$ cat config.mk
export PLATFORM = sky130hd
export DESIGN_NAME = sync_delay_ctrl
export DESIGN_NICKNAME = d
export VERILOG_FILES = /design/src/rtl/sync_delay_ctrl.sv
export SDC_FILE = /design/constraint.sdc
export NUM_CORES = 1
export LEC_CHECK = 0
export CORE_MARGIN = 2
export CORE_UTILIZATION = 40
export CTS_BUF_LIST = sky130_fd_sc_hd__clkbuf_16
export DETAILED_ROUTE_END_ITERATION = 16
export GPL_TIMING_DRIVEN = 1
export PLACE_DENSITY = 0.72
export SLEW_MARGIN = 0
export SYNTH_ARGS = -nofsm -noshare
export SYNTH_HDL_FRONTEND = slang
export SYNTH_SLANG_ARGS = --single-unit
$ cat constraint.sdc
create_clock -name clk -period 2.6 [get_ports clk]
set_clock_uncertainty 0.05 [all_clocks]
set_input_delay 0.26 -clock clk [delete_from_list [all_inputs] [get_ports clk]]
set_output_delay 0.26 -clock clk [all_outputs]
set_load 0.005 [all_outputs]
$ cat src/rtl/sync_delay_ctrl.sv
// Programmable sync-pulse delay stage ahead of the biplex FFT counter.
// Emits a one-cycle sync_out a programmed number of enabled cycles after sync_in.
module sync_delay_ctrl #(
  parameter int DELAY_W = 16,
  parameter bit RETRIG  = 1'b0
) (
  input  logic               clk,
  input  logic               rst,
  input  logic               ena,
  input  logic               sync_in,
  input  logic [DELAY_W-1:0] delay,
  output logic               sync_out,
  output logic               busy,
  output logic [DELAY_W-1:0] count_left,
  output logic               overrun
);

  typedef enum logic {IDLE, COUNT} state_t;

  state_t             state, state_n;
  logic [DELAY_W-1:0] cnt_n;
  logic               pulse_n;
  logic               ovr_n;
  logic               pend, pend_n;
  logic               expire;
  logic               dly_zero;

  assign expire   = (count_left == DELAY_W'(1));
  assign dly_zero = (delay == '0);
  assign busy     = (state == COUNT);

  always_ff @(posedge clk) begin
    if (rst) begin
      state      <= IDLE;
      count_left <= '0;
      sync_out   <= 1'b0;
      overrun    <= 1'b0;
      pend       <= 1'b0;
    end else begin
      state      <= state_n;
      count_left <= cnt_n;
      sync_out   <= pulse_n;
      overrun    <= ovr_n;
      pend       <= pend_n;
    end
  end

  always_comb begin
    state_n = state;
    cnt_n   = count_left;
    pulse_n = 1'b0;
    ovr_n   = overrun;
    pend_n  = pend;
    if (ena) begin
      unique case (state)
        IDLE: begin
          // pend holds the second pulse of a zero-delay reload at expiry
          if (pend) begin
            pulse_n = 1'b1;
            pend_n  = 1'b0;
          end
          if (sync_in) begin
            if (dly_zero) begin
              pulse_n = 1'b1;
            end else begin
              cnt_n   = delay;
              state_n = COUNT;
            end
          end
        end
        COUNT: begin
          if (sync_in && RETRIG) begin
            if (expire) pulse_n = 1'b1;
            if (dly_zero) begin
              cnt_n   = '0;
              state_n = IDLE;
              if (expire) pend_n  = 1'b1;
              else        pulse_n = 1'b1;
            end else begin
              cnt_n = delay;
            end
          end else begin
            if (sync_in) ovr_n = 1'b1;
            if (expire) begin
              pulse_n = 1'b1;
              cnt_n   = '0;
              state_n = IDLE;
            end else begin
              cnt_n = count_left - DELAY_W'(1);
            end
          end
        end
        default: state_n = IDLE;
      endcase
    end
  end

endmodule

==> flow_metrics.tcl, run 1 <==
set metrics [dict create \
    antenna_found_initial 0 \
    ys_seq_area_frac 0.288 \
    vias_per_cell 5.99 \
    rsz0062_at_grt "false" \
    ir_drop_uv 387 \
    syn-num-nets 199 \
    hold_path_class "flop to flop" \
    vias 1563 \
    area_growth_pct 40.4 \
    ys_warn_count 0 \
    hold_violations 0 \
    finalSetupTns_ns 0 \
    powerDensity_mw_per_mm2 530 \
    grt_use_total 0.244 \
    cpPeakStageDelay_ns 0.59 \
    io_pins 39 \
    clock_path_buffers 2 \
    crit_family "simple AND/OR/NAND/NOR gates" \
    dp_hpwl_um 3050 \
    r2r_start "count_left[0]" \
    num_antenna_cells 0 \
    path_buf_inv 0 \
    cts.htree.levels 1 \
    placed_cells_incl_taps 257 \
    gr-total-overflow 0 \
    hold_depth 2 \
    min_period_ns 2.36 \
    cts_made_buffers 3 \
    p_leak_nw 0.666 \
    maxCapViolations 0 \
    avgRoutedWirePerCell_um 16.3 \
    drv_slew 0 \
    gp_congestion 0.907 \
    reg2reg_slack_ns 0.24 \
    period_share 0.907 \
    clock_sinks 19 \
    clk_latency_ns 0.25 \
    fin_ws_ns 0.243 \
    status "complete, no violations" \
    drt-pass1-iter-count 4 \
    synth_edf_count 0 \
    power_mw 0.982 \
    critPathKind "flop to flop" \
    synthFlopType "dfxtp_1" \
    place_worst_setup_slack_ns 0.269 \
    hold_start "overrun" \
    drtAntennaViolNets 0 \
    cts_hold_buf 0 \
    max_freq_ghz 0.424 \
    layout-drive-gt1-share 0.0876 \
    setup_violations 0 \
    worstSetupStartpointType "flop" \
    ys_seq_elements 19 \
    die_w_um 61.4 \
    die_area_mm2 0.00377 \
    io_buffers 38 \
    initial_core_util 0.425 \
    worstPathMaxFanout 7 \
    worstMarginPinSlew_ns 0.496 \
    fin_nets 240 \
    routed_wl_um 4250 \
    post_cts_buffers 0 \
    drtIter0Drc 72 \
    drc 0 \
    clkTransAtPathRegs_ns 0.06 \
    core_mm2 0.00310 \
    cp.arrival_ns 2.45 \
    reg2reg_depth 6 \
    syn_avg_cell_area_um2 7.45 \
    grt_pass1_wl_um 6940 \
    timing.rr.end "count_left[5]" \
    crit_required_ns 2.69 \
    cts_tree "yes" \
    async_flop_share 0 \
    endpoint_kind "flop" \
    crit_path_top_delay_cell "or4b_1" \
    die_h_um 61.4 \
    hold_end "overrun" \
    syn_area_mm2 0.00132 \
    crit_chain "ha_1 -> or4b_1 -> or4_4 -> a31oi_1 -> nor4_1 -> a31o_1" \
    instances_no_fill 261 \
    grt_pass1_vias 1500 \
    maxSlewHeadroom 0.666 \
    rows 20 \
    cts_resized 0 \
    syn_inst 177 \
    cts-root-buf "clkbuf_16" \
    grt_start_max_net_pins 27 \
    synth_cell_type_count 39 \
]
[worst reg2reg max path: stages (launching register included)]
cell     delay (ns)
dfxtp_1        0.44
ha_1           0.20
or4b_1         0.59
or4_4          0.52
a31oi_1        0.21
nor4_1         0.07
a31o_1         0.18
[flip-flops by register name, summed over array words and instances, names as in the netlist]
name	flops
busy	1
overrun	1
sync_out	1
count_left	16
[layout make-up]
type	count	area, um2
Clock buffer	3	75.1
Clock inverter	1	3.75
Fill cell	303	1250
Inverter	5	18.8
Multi-Input combinational cell	141	863
Sequential cell	19	380
Tap cell	44	55.1
Timing Repair Buffer	48	455
[logic make-up (layout without fill, tap and decap cells)]
family,count (synthesis),count (layout),share of synthesized area
compound gates,53,53,0.256
fa+ha+maj,2,2,0.0190
buf+inv,17,57,0.0569
flops,19,19,0.288
simple gates,86,86,0.380
[cells in the final DEF, fill, tap and decap left out, types with 2 or more instances in the layout]
cell and count:
a211oi_1 4, nor3_1 17, buf_4 10, nand2_1 12, a22oi_1 3, a41oi_1 2, nor3b_1 2, nand3_1 2
or4_1 3, o32ai_1 6, or4_4 2, nor4_1 15, o21ai_1 2, clkdlybuf4s50_1 38, nor2b_1 11, ha_1 2
clkbuf_16 3, o31ai_1 2, or2_2 2, nor2_1 9, dfxtp_1 19, a21oi_1 14, inv_1 5, a31oi_1 2
o21ai_0 14, or3_1 3
[metal layers]
metal / vias up / share of wire / global-route usage
met4: 0 / 0.0064 / 0.0578
met3: 2 / 0.083 / 0.0273
li1: 766 / - / -
met2: 67 / 0.47 / 0.397
met5: - / 0 / 0
met1: 728 / 0.44 / 0.348
[synth_stat cells, types with 4 or more instances]
| cell type | instances | area (um2) |
|---|---|---|
| dfxtp_1 | 19 | 380 |
| o32ai_1 | 6 | 52.6 |
| nand2_1 | 12 | 45.0 |
| nor2_1 | 9 | 33.8 |
| a21oi_1 | 14 | 70.1 |
| clkbuf_1 | 8 | 30.0 |
| nor4_1 | 15 | 93.8 |
| inv_1 | 4 | 15.0 |
| nor2b_1 | 11 | 68.8 |
| nor3_1 | 17 | 85.1 |
| o21ai_0 | 14 | 70.1 |
| a211oi_1 | 4 | 30.0 |
[power by group]
part	switching (mW)	total (mW)	internal [mW]
logic	0.173	0.325	0.152
registers	0.0287	0.340	0.312
clock network	0.112	0.317	0.205
total	0.314	0.982	0.669
[worst max-delay path by stage]
| stage | cells after the start | slack [ns] | endpoint | startpoint |
|---|---|---|---|---|
| floorplan | 7 | 0.43 | count_left[5] | count_left[0] |
| global placement | 6 | 0.29 | count_left[5] | count_left[0] |
| detailed placement | 6 | 0.27 | count_left[5] | count_left[0] |
| CTS | 6 | 0.25 | count_left[5] | count_left[0] |
| global route | 6 | 0.12 | count_left[5] | count_left[0] |
| finish | 6 | 0.24 | count_left[5] | count_left[0] |
[per-stage QoR]
stage / cell area [um2] / utilization / hold slack [ns]
2_1_floorplan: 1320 / - / 0.325
3_3_place_gp: 1770 / 0.571 / 0.412
6_report: 1850 / 0.597 / 0.426
4_1_cts: 1850 / 0.597 / 0.431
3_5_place_dp: 1770 / 0.571 / 0.413
5_1_grt: 1850 / 0.597 / 0.490
Note: power is estimated with default switching activity, not from simulation.
==> run 2, diff against run 1 <==
Settings changed: SKIP_CTS_REPAIR_TIMING set to 1.
==> results of run 2 <==
No change in the layout: final DEF, timing and power equal those of run 1.
==> run 3, diff against run 2 <==
Settings changed: CELL_PAD_IN_SITES_DETAIL_PLACEMENT set to 1, CELL_PAD_IN_SITES_GLOBAL_PLACEMENT set to 1, CORE_MARGIN 2 to not set, CORE_UTILIZATION 40 to 33, PLACE_DENSITY 0.72 to 0.82.
Clock period 2.6 ns to 2.4 ns, I/O delays scaled along.
==> run 3 against run 2 <==
  * Via count is 5.4% higher
  * Combinational power is 22% higher
  * Sequential share of layout area is 0.77 points lower
  * First-iteration DRC count is 2.8% higher
  * Global-route usage is 1.9 points higher
  * Power is 13% higher
  * Flip-flop and latch count stayed put
  * Fmax is 2.5% higher
  * Largest power group is now combinational logic
==> flow_metrics.tcl, run 3 (same netlist as run 1, synthesis figures left out) <==
set metrics [dict create \
    grt_pass1_vias 1704 \
    p_comb_frac 0.355 \
    dp_hpwl_um 3770 \
    initial_core_util 0.352 \
    grt_use_total 0.263 \
    min_period_ns 2.30 \
    cts-root-buf "clkbuf_16" \
    endpoint_kind "flop" \
    fin_ws_ns 0.102 \
    worstPathMaxFanout 7 \
    p_int_mw 0.742 \
    clkTransAtPathRegs_ns 0.06 \
    clock_sinks 19 \
    hold_depth 2 \
    maxSlewHeadroom 0.571 \
    maxCapViolations 0 \
    rsz0062_at_grt "false" \
    period_share 0.958 \
    io_pins 39 \
    rows 22 \
    p_seq_frac 0.327 \
    ir_drop_uv 341 \
    vias_per_cell 6.01 \
    crit_family "simple AND/OR/NAND/NOR gates" \
    worstMarginPinSlew_ns 0.638 \
    drv_slew 0 \
    gr-total-overflow 0 \
    hold_violations 0 \
    cts_tree "yes" \
    p_sw_frac 0.335 \
    largest_register_ffs 16 \
    path_buf_inv 0 \
    hold_path_class "flop to flop" \
    core_mm2 0.00374 \
    die_area_mm2 0.00425 \
    drt-pass1-iter-count 4 \
    startpoint "count_left[4]" \
    io_buffers 38 \
    antenna_found_initial 0 \
    drtAntennaViolNets 0 \
    clk_latency_ns 0.25 \
    die_h_um 65.2 \
    setup_violations 0 \
    cts.htree.levels 1 \
    layout_commonest_cell "clkdlybuf4s50_1" \
    finalSetupTns_ns 0 \
    status "complete, no violations" \
    clock_path_buffers 2 \
    cpPeakStageDelay_ns 0.73 \
    routed_wl_um 5210 \
    powerDensity_mw_per_mm2 577 \
    registers.top_by_ff_count "count_left" \
    crit_chain "or4_1 -> or4_4 -> a31oi_1 -> nor4_1 -> a31o_1" \
    cts_made_buffers 3 \
    crit_cells 5 \
    drtIter0Drc 74 \
    num_antenna_cells 0 \
    final_core_util 0.516 \
    critical_path.endpoint "count_left[5]" \
    timing.rr.end "count_left[5]" \
    final_cell_mix "38 x clkdlybuf4s50_1, 19 x buf_4, 18 x dfxtp_1, 17 x nor3_1, 15 x nor4_1" \
    max_freq_ghz 0.435 \
    grt_pass1_wl_um 8550 \
    reg2reg_depth 5 \
    avgRoutedWirePerCell_um 19.0 \
    grt_start_max_net_pins 27 \
    worstSetupStartpointType "flop" \
    gp_congestion 0.942 \
    p_clk_frac 0.317 \
    fin_nets 249 \
    vias 1648 \
    place_worst_setup_slack_ns 0.120 \
    cp.arrival_ns 2.39 \
    drc 0 \
    n_fill_cell 470 \
    crit_path_top_delay_cell "or4_1" \
    area_growth_pct 46.4 \
    r2r_start "count_left[4]" \
    p_leak_nw 0.713 \
    layout-drive-gt1-share 0.137 \
    power_mw 1.11 \
    crit_required_ns 2.50 \
    die_w_um 65.2 \
    reg2reg_slack_ns 0.10 \
    critPathKind "flop to flop" \
    power_switching_mw 0.373 \
]
==> run 3: cell count changes in the layout (fill, tap and decap cells not counted), sizes merged <==
cell    change
inv         -1
buf         +9
clkinv      +1
==> run 3: metrics by stage <==
stage | area (um2) | std cells | hold slack, ns
final | 1930 | 274 | 0.437
after global routing | 1930 | 274 | 0.481
after CTS | 1930 | 274 | 0.443
after detailed placement | 1850 | 270 | 0.424
after global placement | 1850 | 270 | 0.414
after floorplan | 1320 | 177 | 0.305
==> run 3: final cells by class <==
cell class | instances | area, um2 | area share
multi-input cells | 141 | 867 | 0.449
repair buffers | 57 | 523 | 0.271
flip-flops and latches | 19 | 382 | 0.198
clock buffers | 3 | 75.1 | 0.0389
well taps | 48 | 60.1 | 0.0311
inverters | 5 | 18.8 | 0.00972
clock inverters | 1 | 5.00 | 0.00259
==> run 3: per-layer routing <==
| metal | vias to the layer above | share of wire | track usage |
|---|---|---|---|
| li1 | 777 | - | - |
| met1 | 790 | 0.44 | 0.328 |
| met2 | 67 | 0.47 | 0.448 |
| met3 | 14 | 0.065 | 0.0469 |
| met4 | 0 | 0.022 | 0.0951 |
| met5 | - | 0 | 0 |
==> run 3: power groups by stage <==
stage          clock network, mW  logic, mW  registers [mW]
6_report                   0.354      0.396           0.365
5_1_grt                    0.375      0.429           0.368
2_1_floorplan                  0      0.212           0.371
4_1_cts                    0.361      0.392           0.364
3_5_place_dp                   0      0.381           0.371
3_3_place_gp                   0      0.372           0.369
==> run 3: worst min-delay path by stage <==
stage	start	to	slack [ns]
CTS	overrun	overrun	0.44
global placement	overrun	overrun	0.41
floorplan	ena	busy	0.31
finish	overrun	overrun	0.44
detailed placement	overrun	overrun	0.42
global route	overrun	overrun	0.48
==> run 3: tightest hold or removal path: stages, from the launching register on <==
cell and delay (ns):
dfxtp_1 0.32, a21oi_1 0.05, nor2_1 0.08
